File: src/rtl/xor3_sched_pkg.sv
// Shared types and constants for the time-shared XOR3 parity scheduler.
package xor3_sched_pkg;

   typedef enum logic [1:0] {
      IDLE = 2'd0,
      RUN  = 2'd1,
      DONE = 2'd2
   } state_t;

   localparam logic PAR_EVEN = 1'b0;
   localparam logic PAR_ODD  = 1'b1;

   localparam int unsigned STAT_W = 16;

endpackage

File: src/rtl/xor3_cell.sv
// Single shared 3-input XOR datapath cell.
module xor3_cell (
   input  logic x1,
   input  logic x2,
   input  logic x3,
   output logic y
);

   assign y = x1 ^ x2 ^ x3;

endmodule

File: src/rtl/xor3_parity_sched.sv
// Round-robin scheduler feeding NREQ parity jobs through one XOR3 cell, two bits per cycle.
// Optional job counter port stat_jobs when XOR3_PARITY_STAT_EN is defined.
module xor3_parity_sched
   import xor3_sched_pkg::*;
#(
   parameter int unsigned WIDTH = 8,
   parameter int unsigned NREQ  = 2,
   parameter int unsigned IDW   = 3
) (
   input  logic                  clk,
   input  logic                  rst_n,
   input  logic [NREQ-1:0]       req_valid,
   input  logic [NREQ*WIDTH-1:0] req_data,
   output logic [NREQ-1:0]       req_ready,
   input  logic                  odd_mode,
   output logic                  res_valid,
   output logic                  res_parity,
   output logic [IDW-1:0]        res_id,
   input  logic                  res_ready
`ifdef XOR3_PARITY_STAT_EN
   ,
   output logic [STAT_W-1:0]     stat_jobs
`endif
);

   localparam int unsigned HALF  = WIDTH / 2;
   localparam int unsigned CNT_W = (HALF > 1) ? $clog2(HALF) : 1;
   localparam logic [CNT_W-1:0] LAST_CNT = CNT_W'(HALF - 1);

   state_t           state_q, state_d;
   logic [WIDTH-1:0] sh_q;
   logic             acc_q;
   logic [CNT_W-1:0] count_q;
   logic [IDW-1:0]   last_grant_q;
   logic [IDW-1:0]   res_id_q;
   logic             res_valid_q;
   logic             res_parity_q;

   logic [IDW-1:0]   grant_c;
   logic             any_req_c;
   logic             accept_c;
   logic             done_hs_c;
   logic             xor_y_c;
   logic [WIDTH-1:0] grant_data_c;

   // Round-robin search starting one past the last served requester
   always_comb begin
      grant_c   = '0;
      any_req_c = 1'b0;
      for (int k = 1; k <= int'(NREQ); k++) begin
         for (int i = 0; i < int'(NREQ); i++) begin
            if (!any_req_c && req_valid[i] &&
                (((int'(last_grant_q) + k) % int'(NREQ)) == i)) begin
               any_req_c = 1'b1;
               grant_c   = IDW'(i);
            end
         end
      end
   end

   always_comb begin
      grant_data_c = '0;
      for (int i = 0; i < int'(NREQ); i++) begin
         if (grant_c == IDW'(i)) grant_data_c = req_data[i*WIDTH +: WIDTH];
      end
   end

   assign accept_c  = (state_q == IDLE) && any_req_c;
   assign done_hs_c = (state_q == DONE) && res_ready;

   always_comb begin
      req_ready = '0;
      for (int i = 0; i < int'(NREQ); i++) begin
         req_ready[i] = accept_c && (grant_c == IDW'(i));
      end
   end

   xor3_cell u_cell (
      .x1 (acc_q),
      .x2 (sh_q[0]),
      .x3 (sh_q[1]),
      .y  (xor_y_c)
   );

   always_ff @(posedge clk or negedge rst_n) begin
      if (!rst_n) state_q <= IDLE;
      else        state_q <= state_d;
   end

   always_comb begin
      state_d = state_q;
      case (state_q)
         IDLE:    if (accept_c) state_d = RUN;
         RUN:     if (count_q == LAST_CNT) state_d = DONE;
         DONE:    if (res_ready) state_d = IDLE;
         default: state_d = IDLE;
      endcase
   end

   // Job datapath; a job is latched at accept so later input changes cannot leak in
   always_ff @(posedge clk or negedge rst_n) begin
      if (!rst_n) begin
         sh_q         <= '0;
         acc_q        <= PAR_EVEN;
         count_q      <= '0;
         last_grant_q <= IDW'(NREQ - 1);
         res_id_q     <= '0;
         res_valid_q  <= 1'b0;
         res_parity_q <= 1'b0;
      end else if (accept_c) begin
         sh_q     <= grant_data_c;
         acc_q    <= odd_mode;
         res_id_q <= grant_c;
         count_q  <= '0;
      end else if (state_q == RUN) begin
         acc_q   <= xor_y_c;
         sh_q    <= sh_q >> 2;
         count_q <= count_q + CNT_W'(1);
         if (count_q == LAST_CNT) begin
            res_valid_q  <= 1'b1;
            res_parity_q <= xor_y_c;
         end
      end else if (done_hs_c) begin
         res_valid_q  <= 1'b0;
         res_parity_q <= 1'b0;
         last_grant_q <= res_id_q;
      end
   end

   assign res_valid  = res_valid_q;
   assign res_parity = res_parity_q;
   assign res_id     = res_id_q;

`ifdef XOR3_PARITY_STAT_EN
   logic [STAT_W-1:0] stat_q;

   // Saturating count of delivered results
   always_ff @(posedge clk or negedge rst_n) begin
      if (!rst_n) stat_q <= '0;
      else if (done_hs_c && (stat_q != {STAT_W{1'b1}})) stat_q <= stat_q + STAT_W'(1);
   end

   assign stat_jobs = stat_q;
`endif

endmodule
File: config.mk
export PLATFORM = sky130hd
export DESIGN_NAME = xor3_parity_sched
export DESIGN_NICKNAME = d
export VERILOG_FILES = /design/src/rtl/xor3_sched_pkg.sv /design/src/rtl/xor3_cell.sv /design/src/rtl/xor3_parity_sched.sv
export SDC_FILE = /design/constraint.sdc
export NUM_CORES = 1
export LEC_CHECK = 0
export CORE_MARGIN = 5
export CORE_UTILIZATION = 42
export CTS_BUF_LIST = sky130_fd_sc_hd__clkbuf_2 sky130_fd_sc_hd__clkbuf_4 sky130_fd_sc_hd__clkbuf_8
export CTS_CLUSTER_DIAMETER = 30
export CTS_CLUSTER_SIZE = 24
export DETAILED_ROUTE_END_ITERATION = 8
export HOLD_SLACK_MARGIN = 0.02
export PLACE_DENSITY = 0.76
export SLEW_MARGIN = 20
export SYNTH_ARGS = -nofsm -noshare
export SYNTH_HDL_FRONTEND = slang
export SYNTH_SLANG_ARGS = --single-unit
File: constraint.sdc
create_clock -name clk -period 1.1 [get_ports clk]
set_input_delay 0.165 -clock clk [delete_from_list [all_inputs] [get_ports clk]]
set_output_delay 0.165 -clock clk [all_outputs]
set_load 0.01 [all_outputs]
==> metrics.md <==
| Metric | Value |
|---|---|
| Max FO, Critical Path | 3 |
| Placed Cells | 159 |
| DR pass1 iterations | 4 |
| Yosys top cell by area | dfrtp_1 |
| Area share of the largest cell type after synthesis | 43.8% |
| Clk pwr share | 9.2% |
| XOR/XNOR share of the synthesized area | 2.46% |
| Finished Core Util | 78.3% |
| Max VDD drop | 1.48 mV |
| Final period util | 134% |
| # DRC | 0 |
| Vias in the first global route | 852 |
| Lkg Pwr | 0.731 nW |
| Routed length per instance | 16.3 um |
| Core area | 2020 um^2 |
| Synth top area cells | dfrtp_1 (44%), mux2i_1 (6.6%), o21ai_0 (4.4%) |
| Largest net degree at the start of global routing | 18 |
| Post-synthesis compound-gate area fraction | 17.8% |
| Max Slew Vio Count | 0 |
| Largest buffer count on any clock path | 2 |
| Clock slew at reported path FFs | 100 ps |
| DP Wirelength | 1710 um |
| Post-route antenna net violation count | 0 |
| Post-synthesis mux area share | 7.80% |
| Hold-fix buffers at CTS | 0 |
| CTS H-tree lvls | 1 |
| Vias per std cell | 5.29 |
| R2r worst-path depth | 4 |
| Cells after synthesis | 92 |
| CP Data Required Time | 940 ps |
| Synth Area in Simple Gates | 17.6% |
| Worst Hold Class | input port to asynchronous set/reset pin |
| Sequential share of power | 28.9% |
| Critical Path Source Type | flop |
| Number of warning messages in the yosys log | 0 |
| Port Buf Inserts | 26 |
| Maximum clock frequency | 679 MHz |
| Final hold violation count | 0 |
| Global-route usage over all layers | 15.9% |
| Yosys reg bits | 17 |
| Internal power component | 2.39 mW |
| Pre-CTS setup slack | -591 ps |
| Io pins | 29 |
| CTS tree | done |
| WS Path Type | flop to output pin |
| Num CTS Buffers | 3 |
| Register area share after synthesis | 46.6% |
| Synth Area per Inst | 9.94 um^2 |
| Main combinational cell family by area after synthesis | compound AO/OA/AOI/OAI gates |
| Worst Setup End Kind | output pin |
| Setup violators final | 16 |
| Netlist Area Pre-Place | 915 um^2 |
| NetSw | 1.47 mW |
| 1st-iter DRT viols | 29 |
| Final WL | 2860 um |
| Row count | 16 |
| Sw Ratio | 38.0% |
| Share of cells above drive strength 1 | 43.2% |
| First-pass GRT wire length | 3860 um |
| Gate power share | 61.9% |
| DIE HEIGHT | 56.7 um |
| Die ar. | 3210 um^2 |
| Ant. Diodes | 0 |
| Fin nets | 172 |
| CP Data Arrival Time | 1310 ps |
| Clk sinks | 17 |
| P&R area growth vs syn | 73.2% |
| CTS root buf | clkbuf_4 |
| Commonest cells after routing, fill and taps aside | clkdlybuf4s50_1 (21), buf_4 (18), dfrtp_1 (16) |
| Most common cell after layout, fill and taps aside | clkdlybuf4s50_1 |
| Worst Skew | 3.52 ps |
| Unrepaired setup endpoints after global routing | yes |
| Failing checks | setup timing |
| Total number of vias | 926 |
| Routability Congestion | 0.823 |
| Fraction of the mapped netlist area in adder cells | 1.37% |
| Die X | 56.7 um |
| Final Worst Setup Slack | -373 ps |
| Power Dens Cells | 2440 nW/um^2 |
| Outcome | complete, but fails checks |
| Number of distinct library cells after synthesis | 32 |
| Max cap viols | 0 |
| Min cycle time layout | 1470 ps |
| Initial antenna violation count | 0 |
| Skew-Pair Late Insertion Delay | 310 ps |
| GR Overflow Total | 0 |
| Initial Util | 45.2% |
| Final Non-Filler Cells | 175 |
cell type report:
type	instances	area, um^2
multi-input combinational	68	549
clock inverter	1	5.00
inverter	3	11.3
tap	27	33.8
timing repair buffer	56	536
sequential	17	427
clock buffer	3	22.5
fill	119	438
cells by family (layout without fill, tap and decap cells):
kind of cell,after synthesis,in the layout
and+or+nand+nor,32,32
DFF,17,17
xor gates and xnor gates,1,1
muxes,7,7
buffers and inverters,8,63
AOI/OAI and AO/OA,25,25
adders and majority gates,1,1
other,1,2
synthesized netlist by cell type, drive strengths merged:
master and count:
a21o 1, mux2i 6, ha 1, and3 1
or3 1, o31ai 1, nor3 1, nor2b 3
conb 1, buf 5, and2 1, nand2b 2
a21boi 2, nand3 4, dfstp 1, a21oi 4
a311oi 1, inv 3, xnor3 1, o21ai 10
mux2 1, o211ai 2, nor2 8, nand2 9
nand4 2, o221ai 4, dfrtp 16
state kept, by name (all words and copies together), names as in the netlist:
name	count
sh_q	8
count_q	2
state_q	2
acc_q	1
last_grant_q	1
res_id	1
res_parity	1
res_valid	1
repair_timing:
item	4_1_cts	5_1_grt
pin swaps	8	13
gates resized for setup	32	31
setup endpoints to repair	20	20
buffers inserted	6	8
hold endpoints to repair	0	0
layer usage:
metal | routed length (um) | track usage, % | vias to the layer above
li1 | - | - | 446
met1 | 1110 | 18.0 | 436
met2 | 1470 | 28.1 | 38
met3 | 189 | 3.44 | 6
met4 | 85 | 7.12 | 0
met5 | 0 | 0 | -
stage by stage:
stage | area [um^2] | hold slack [ps] | setup TNS (ps) | total power [mW]
floorplan | 925 | -131 | -22.4 | 2.06
global route | 1580 | 181 | -2790 | 4.08
global placement | 1320 | 468 | -5780 | 2.71
finish | 1580 | 185 | -2000 | 3.86
CTS | 1420 | 184 | -1330 | 3.30
detailed placement | 1320 | 475 | -6210 | 2.77
path summary, 6_finish.rpt:
check | startpoint | endpoint | slack, ps
worst min-delay path | rst_n | count_q[0] | 180
worst min register to register | sh_q[4] | sh_q[2] | 500
worst max register to register | last_grant_q[0] | sh_q[2] | -170
max in group asynchronous | rst_n | last_grant_q[0] | 700
min in group clk | req_data[14] | sh_q[6] | 420
worst max-delay path | last_grant_q[0] | req_ready[0] | -370
worst max-delay path, stage by stage (launching register included):
cell      delay (ps)
dfstp_2          580
nand2b_4         140
and3_4           180
buf_6            100
power groups by stage:
stage	Clock, mW	Combinational [mW]	Sequential, mW
global route	0.390	2.56	1.14
global placement	0	1.64	1.07
finish	0.354	2.39	1.12
floorplan	0	0.948	1.11
detailed placement	0	1.68	1.09
CTS	0.360	1.86	1.08
Power figures use the tool's default switching activity.
